### config.mk
export PLATFORM = sky130hd
export DESIGN_NAME = mem_access_unit
export DESIGN_NICKNAME = d
export VERILOG_FILES = /design/src/rtl/mem_access_unit.sv
export SDC_FILE = /design/constraint.sdc
export NUM_CORES = 1
export LEC_CHECK = 0
export CAP_MARGIN = 15
export CORE_UTILIZATION = 45
export DETAILED_ROUTE_END_ITERATION = 10
export GPL_TIMING_DRIVEN = 0
export PLACE_DENSITY = 0.82
export RECOVER_POWER = 50
export SYNTH_ARGS = -nofsm -noshare
export SYNTH_HDL_FRONTEND = slang
export SYNTH_SLANG_ARGS = --single-unit
### constraint.sdc
create_clock -name clk -period 6.65 [get_ports clk]
set_clock_uncertainty 0.2 [all_clocks]
set_input_delay 1.33 -clock clk [delete_from_list [all_inputs] [get_ports clk]]
set_output_delay 1.33 -clock clk [all_outputs]
set_load 0.02 [all_outputs]
### src/rtl/mem_access_unit.sv
// mem_access_unit: load/store unit between the MEM stage and a word-organised
// data memory. Handles one request at a time, performs read-modify-write for
// sub-word stores, extends sub-word loads and flags misaligned requests.
//
// Ports:
//   clk, rst_n        clock, synchronous active-low reset
//   req_*             request handshake and payload (sampled on accept)
//   resp_*            one-cycle completion pulse, error flag, load result
//   dm_*              word-aligned data memory interface (combinational read)
module mem_access_unit #(
  parameter int unsigned ADDR_WIDTH = 32,
  parameter int unsigned DATA_WIDTH = 32
) (
  input  logic                  clk,
  input  logic                  rst_n,
  input  logic                  req_valid,
  output logic                  req_ready,
  input  logic                  req_write,
  input  logic [1:0]            req_size,
  input  logic                  req_unsigned,
  input  logic [ADDR_WIDTH-1:0] req_addr,
  input  logic [DATA_WIDTH-1:0] req_wdata,
  output logic                  resp_valid,
  output logic                  resp_err,
  output logic [DATA_WIDTH-1:0] resp_rdata,
  output logic                  dm_read_en,
  output logic                  dm_write_en,
  output logic [ADDR_WIDTH-1:0] dm_addr,
  output logic [DATA_WIDTH-1:0] dm_write_data,
  input  logic [DATA_WIDTH-1:0] dm_read_data
);

  localparam int unsigned BYTE_W = 8;
  localparam int unsigned HALF_W = 16;

  localparam logic [1:0] SZ_BYTE = 2'b00;
  localparam logic [1:0] SZ_HALF = 2'b01;
  localparam logic [1:0] SZ_WORD = 2'b10;

  typedef enum logic {
    IDLE,
    RMW_WR
  } state_e;

  state_e                state_q, state_d;
  logic [ADDR_WIDTH-1:0] addr_q, addr_d;
  logic [DATA_WIDTH-1:0] merged_q, merged_d;
  logic                  resp_valid_q, resp_valid_d;
  logic                  resp_err_q, resp_err_d;
  logic [DATA_WIDTH-1:0] resp_rdata_q, resp_rdata_d;

  logic [ADDR_WIDTH-1:0] word_addr;
  logic [1:0]            offset;
  logic [4:0]            lane_lsb;
  logic                  misaligned;
  logic [BYTE_W-1:0]     ld_byte;
  logic [HALF_W-1:0]     ld_half;
  logic [DATA_WIDTH-1:0] load_ext;
  logic [DATA_WIDTH-1:0] merged_word;

  assign word_addr = {req_addr[ADDR_WIDTH-1:2], 2'b00};
  assign offset    = req_addr[1:0];
  assign lane_lsb  = {offset, 3'b000};

  // Alignment check; reserved size is always rejected
  always_comb begin
    misaligned = 1'b0;
    case (req_size)
      SZ_BYTE: misaligned = 1'b0;
      SZ_HALF: misaligned = req_addr[0];
      SZ_WORD: misaligned = (offset != 2'b00);
      default: misaligned = 1'b1;
    endcase
  end

  // Load lane extraction and sign/zero extension
  always_comb begin
    ld_byte = dm_read_data[lane_lsb +: BYTE_W];
    ld_half = req_addr[1] ? dm_read_data[2*HALF_W-1:HALF_W] : dm_read_data[HALF_W-1:0];
    case (req_size)
      SZ_BYTE: load_ext = req_unsigned ? {{(DATA_WIDTH-BYTE_W){1'b0}}, ld_byte}
                                       : {{(DATA_WIDTH-BYTE_W){ld_byte[BYTE_W-1]}}, ld_byte};
      SZ_HALF: load_ext = req_unsigned ? {{(DATA_WIDTH-HALF_W){1'b0}}, ld_half}
                                       : {{(DATA_WIDTH-HALF_W){ld_half[HALF_W-1]}}, ld_half};
      default: load_ext = dm_read_data;
    endcase
  end

  // Store lane merge into the word read from memory
  always_comb begin
    merged_word = dm_read_data;
    if (req_size == SZ_BYTE) begin
      merged_word[lane_lsb +: BYTE_W] = req_wdata[BYTE_W-1:0];
    end else if (req_addr[1]) begin
      merged_word[2*HALF_W-1:HALF_W] = req_wdata[HALF_W-1:0];
    end else begin
      merged_word[HALF_W-1:0] = req_wdata[HALF_W-1:0];
    end
  end

  // Next-state and memory-side outputs
  always_comb begin
    state_d       = state_q;
    addr_d        = addr_q;
    merged_d      = merged_q;
    resp_valid_d  = 1'b0;
    resp_err_d    = 1'b0;
    resp_rdata_d  = '0;
    req_ready     = 1'b0;
    dm_read_en    = 1'b0;
    dm_write_en   = 1'b0;
    dm_addr       = '0;
    dm_write_data = '0;

    case (state_q)
      IDLE: begin
        req_ready = rst_n;
        if (req_valid && rst_n) begin
          resp_valid_d = 1'b1;
          if (misaligned) begin
            resp_err_d = 1'b1;
          end else if (!req_write) begin
            dm_read_en   = 1'b1;
            dm_addr      = word_addr;
            resp_rdata_d = load_ext;
          end else if (req_size == SZ_WORD) begin
            dm_write_en   = 1'b1;
            dm_addr       = word_addr;
            dm_write_data = req_wdata;
          end else begin
            // Sub-word store: read now, write the merged word next cycle
            dm_read_en   = 1'b1;
            dm_addr      = word_addr;
            addr_d       = word_addr;
            merged_d     = merged_word;
            resp_valid_d = 1'b0;
            state_d      = RMW_WR;
          end
        end
      end
      RMW_WR: begin
        // Gating with rst_n drops a pending write when reset hits this cycle
        dm_write_en   = rst_n;
        dm_addr       = addr_q;
        dm_write_data = merged_q;
        resp_valid_d  = 1'b1;
        state_d       = IDLE;
      end
      default: state_d = IDLE;
    endcase
  end

  // State and response registers
  always_ff @(posedge clk) begin
    if (!rst_n) begin
      state_q      <= IDLE;
      addr_q       <= '0;
      merged_q     <= '0;
      resp_valid_q <= 1'b0;
      resp_err_q   <= 1'b0;
      resp_rdata_q <= '0;
    end else begin
      state_q      <= state_d;
      addr_q       <= addr_d;
      merged_q     <= merged_d;
      resp_valid_q <= resp_valid_d;
      resp_err_q   <= resp_err_d;
      resp_rdata_q <= resp_rdata_d;
    end
  end

  assign resp_valid = resp_valid_q;
  assign resp_err   = resp_err_q;
  assign resp_rdata = resp_rdata_q;

endmodule

==> impl_metrics.tcl <==
set metrics [dict create \
    outcome "finished, final reports clean" \
    yosysSeqAreaShare 0.368 \
    grt_max_degree 17 \
    grt_use_total 0.325 \
    die_x_um 110 \
    cts-root-buf "clkbuf_16" \
    report.final.slew_viol_count 0 \
    worst-path-buf-inv 6 \
    syn_inst 605 \
    grt-ovfl-total 0 \
    cts_resized 0 \
    syn_area_um2 5270 \
    ant_nets 0 \
    p_total_mw 1.40 \
    drt_pass1_iterations 6 \
    htree_levels 3 \
    synth_commonest_cells "nand2_1, dfxtp_1, a22o_1" \
    wl_per_cell_um 20.6 \
    required_ns 5.12 \
    r2r_end "merged_q[3]$_SDFFE_PN0P_" \
    maxCapViolCount 0 \
    io_buffer_count 200 \
    rr_worst_depth 6 \
    num_rows 39 \
    final_hold_viol_count 0 \
    rsz0062_at_grt "false" \
    regArea_um2 1940 \
    crit_path_cell_trace "dlygate4sd3_1 -> clkbuf_1 -> inv_1 -> ha_1 -> nand2b_1 -> and3_1 -> clkbuf_1 -> buf_2 -> a22o_1 -> clkdlybuf4s50_1" \
    synth_top_cell_area_share 0.368 \
    syn_to_final_growth_pct 46.5 \
    startpoint_type "primary input" \
    synth-edff-count 0 \
    numCtsBuffers 9 \
    synth_cell_types 49 \
    fin_tns_setup_ns 0 \
    holdPathStages 2 \
    clkTransAtPathRegs_ns 0.07 \
    fin_ws_ns 0.549 \
    cellPowerDensity_nw_per_um2 181 \
    ir_worst_vdd_mv 0.139 \
    die_y_um 110 \
    gp_congestion 0.915 \
    tightest_slew_ns 0.712 \
    drt-total-wl_um 19900 \
    path_max_fanout 10 \
    r2r_start "state_q$_SDFF_PN0_" \
    clock_sinks 97 \
    hp-class "reg2reg" \
    grt_pass1_wl_um 29000 \
    synth_area_per_cell_um2 8.71 \
    ios 204 \
    start_util 0.462 \
    fill_cells 969 \
    path_delay_family "buffers and inverters" \
    place_hpwl_um 15000 \
    ys_seq_elements 97 \
    synth_top_area_cell "dfxtp_1" \
    tritoncts "done" \
    drc_errors 0 \
    die_area_um2 12100 \
    place_ws_ns 0.948 \
    ys.flop_type "dfxtp_1" \
    min_period_ns 6.10 \
    period_share 0.917 \
    multi_input_area_um2 2930 \
    grt_pass1_vias 5309 \
    synthTopCellsByArea "dfxtp_1, a22o_1, nand2_1" \
    core_um2 11400 \
    cts_buffer_depth 2 \
    worstSkewPairLatency_ns 0.35 \
    hold_end "merged_q[28]$_SDFFE_PN0P_" \
    dr.first_iter.drc_count 444 \
    worstHoldStart "merged_q[28]$_SDFFE_PN0P_" \
    antenna_found_initial 0 \
    critPathArrivalTime_ns 4.57 \
    finalInstanceArea_um2 7720 \
    reg2reg_slack_ns 4.18 \
    crit_type "in2out" \
    final_nets 925 \
    async_flop_share 0 \
    crit_slowest_cell "dlygate4sd3_1" \
    slew_headroom 0.526 \
    post_cts_buffers 0 \
    setup_violations 0 \
    synth_warnings 0 \
    vias 5741 \
    crit_path_max_incr_delay_ns 0.62 \
    vias_per_cell 5.95 \
    leakagePower_nw 3.02 \
    path_common_cell "clkbuf_1" \
    max_freq_ghz 0.164 \
    crit_path_end_kind "output port" \
    num_antenna_cells 0 \
    yosysMostFrequentCell "nand2_1" \
    post_route_cells_drive_above_1_share 0.0706 \
    dpl-instance-area_um2 7450 \
    ctsHoldBuffers 0 \
]
-- worst max-delay path by stage --
stage | from | endpoint | slack, ns | cells past startpoint
floorplan | req_addr[1] | dm_read_en | 2.32 | 8
global placement | req_addr[1] | dm_read_en | 0.98 | 10
detailed placement | req_addr[1] | dm_write_data[2] | 0.95 | 9
CTS | req_addr[1] | dm_write_data[2] | 0.91 | 9
global route | req_addr[1] | dm_addr[24] | 0.39 | 10
finish | req_addr[1] | dm_addr[22] | 0.55 | 10
-- stage by stage --
step / hold slack [ns] / util / std cells
floorplan: 0.235 / - / 606
global placement: 0.242 / 0.653 / 949
detailed placement: 0.252 / 0.653 / 949
CTS: 0.262 / 0.680 / 965
global route: 0.288 / 0.676 / 965
finish: 0.259 / 0.676 / 965
-- per-layer routing --
metal | up-vias | track usage | share of wire
met5 | - | 0 | 0
met4 | 0 | 0.107 | 0.024
met3 | 35 | 0.0911 | 0.090
met2 | 293 | 0.519 | 0.46
met1 | 2764 | 0.421 | 0.43
li1 | 2649 | - | -
-- sequential cells by signal, indices dropped and copies added (netlist names) --
register and count:
merged_q 32, resp_err 1, state_q 1, addr_q 30
resp_valid 1, resp_rdata 32
-- layout make-up --
type                            instances  area share
Timing Repair Buffer                  200       0.259
Inverter                               14     0.00681
Tap cell                              143      0.0232
Clock buffer                           11      0.0327
Clock inverter                          5     0.00778
Sequential cell                        97       0.252
Buffer                                 58      0.0394
Multi-Input combinational cell        437       0.379
-- cells in the final DEF (no fill, tap or decap), drive strengths merged, types with 2 or more instances in the layout --
| cell type | n |
|---|---|
| clkdlybuf4s50 | 164 |
| nand2 | 116 |
| dfxtp | 97 |
| a22o | 62 |
| a21boi | 50 |
| clkbuf | 46 |
| a221oi | 37 |
| dlygate4sd3 | 36 |
| o21ai | 25 |
| nor2 | 25 |
| a21oi | 24 |
| buf | 23 |
| mux2i | 21 |
| a211o | 19 |
| inv | 16 |
| nor2b | 12 |
| or3 | 6 |
| nand2b | 5 |
| a211oi | 5 |
| ha | 5 |
| a311oi | 3 |
| and3 | 2 |
| a21o | 2 |
| nand3 | 2 |
| conb | 2 |
| o211ai | 2 |
-- tightest hold or removal path, cell delays in order, from the launching register on --
cell and delay [ns]:
dfxtp_1 0.31, nand2_1 0.05, a21boi_1 0.05
-- power breakdown --
group	switching (mW)	leakage, nW	internal (mW)
Clock	0.234	0.153	0.314
Combinational	0.134	2.09	0.118
Sequential	0.00575	0.785	0.592
Total	0.374	3.02	1.02
-- cell families after synthesis --
group | count (synthesis) | share of synthesized area
buf+inv | 72 | 0.0743
other cells | 1 | 0.000712
simple gates | 174 | 0.145
compound gates | 233 | 0.352
flops | 97 | 0.368
fa+ha+maj | 5 | 0.0119
mux | 23 | 0.0470
No activity file was read; power rests on OpenSTA's default activity.
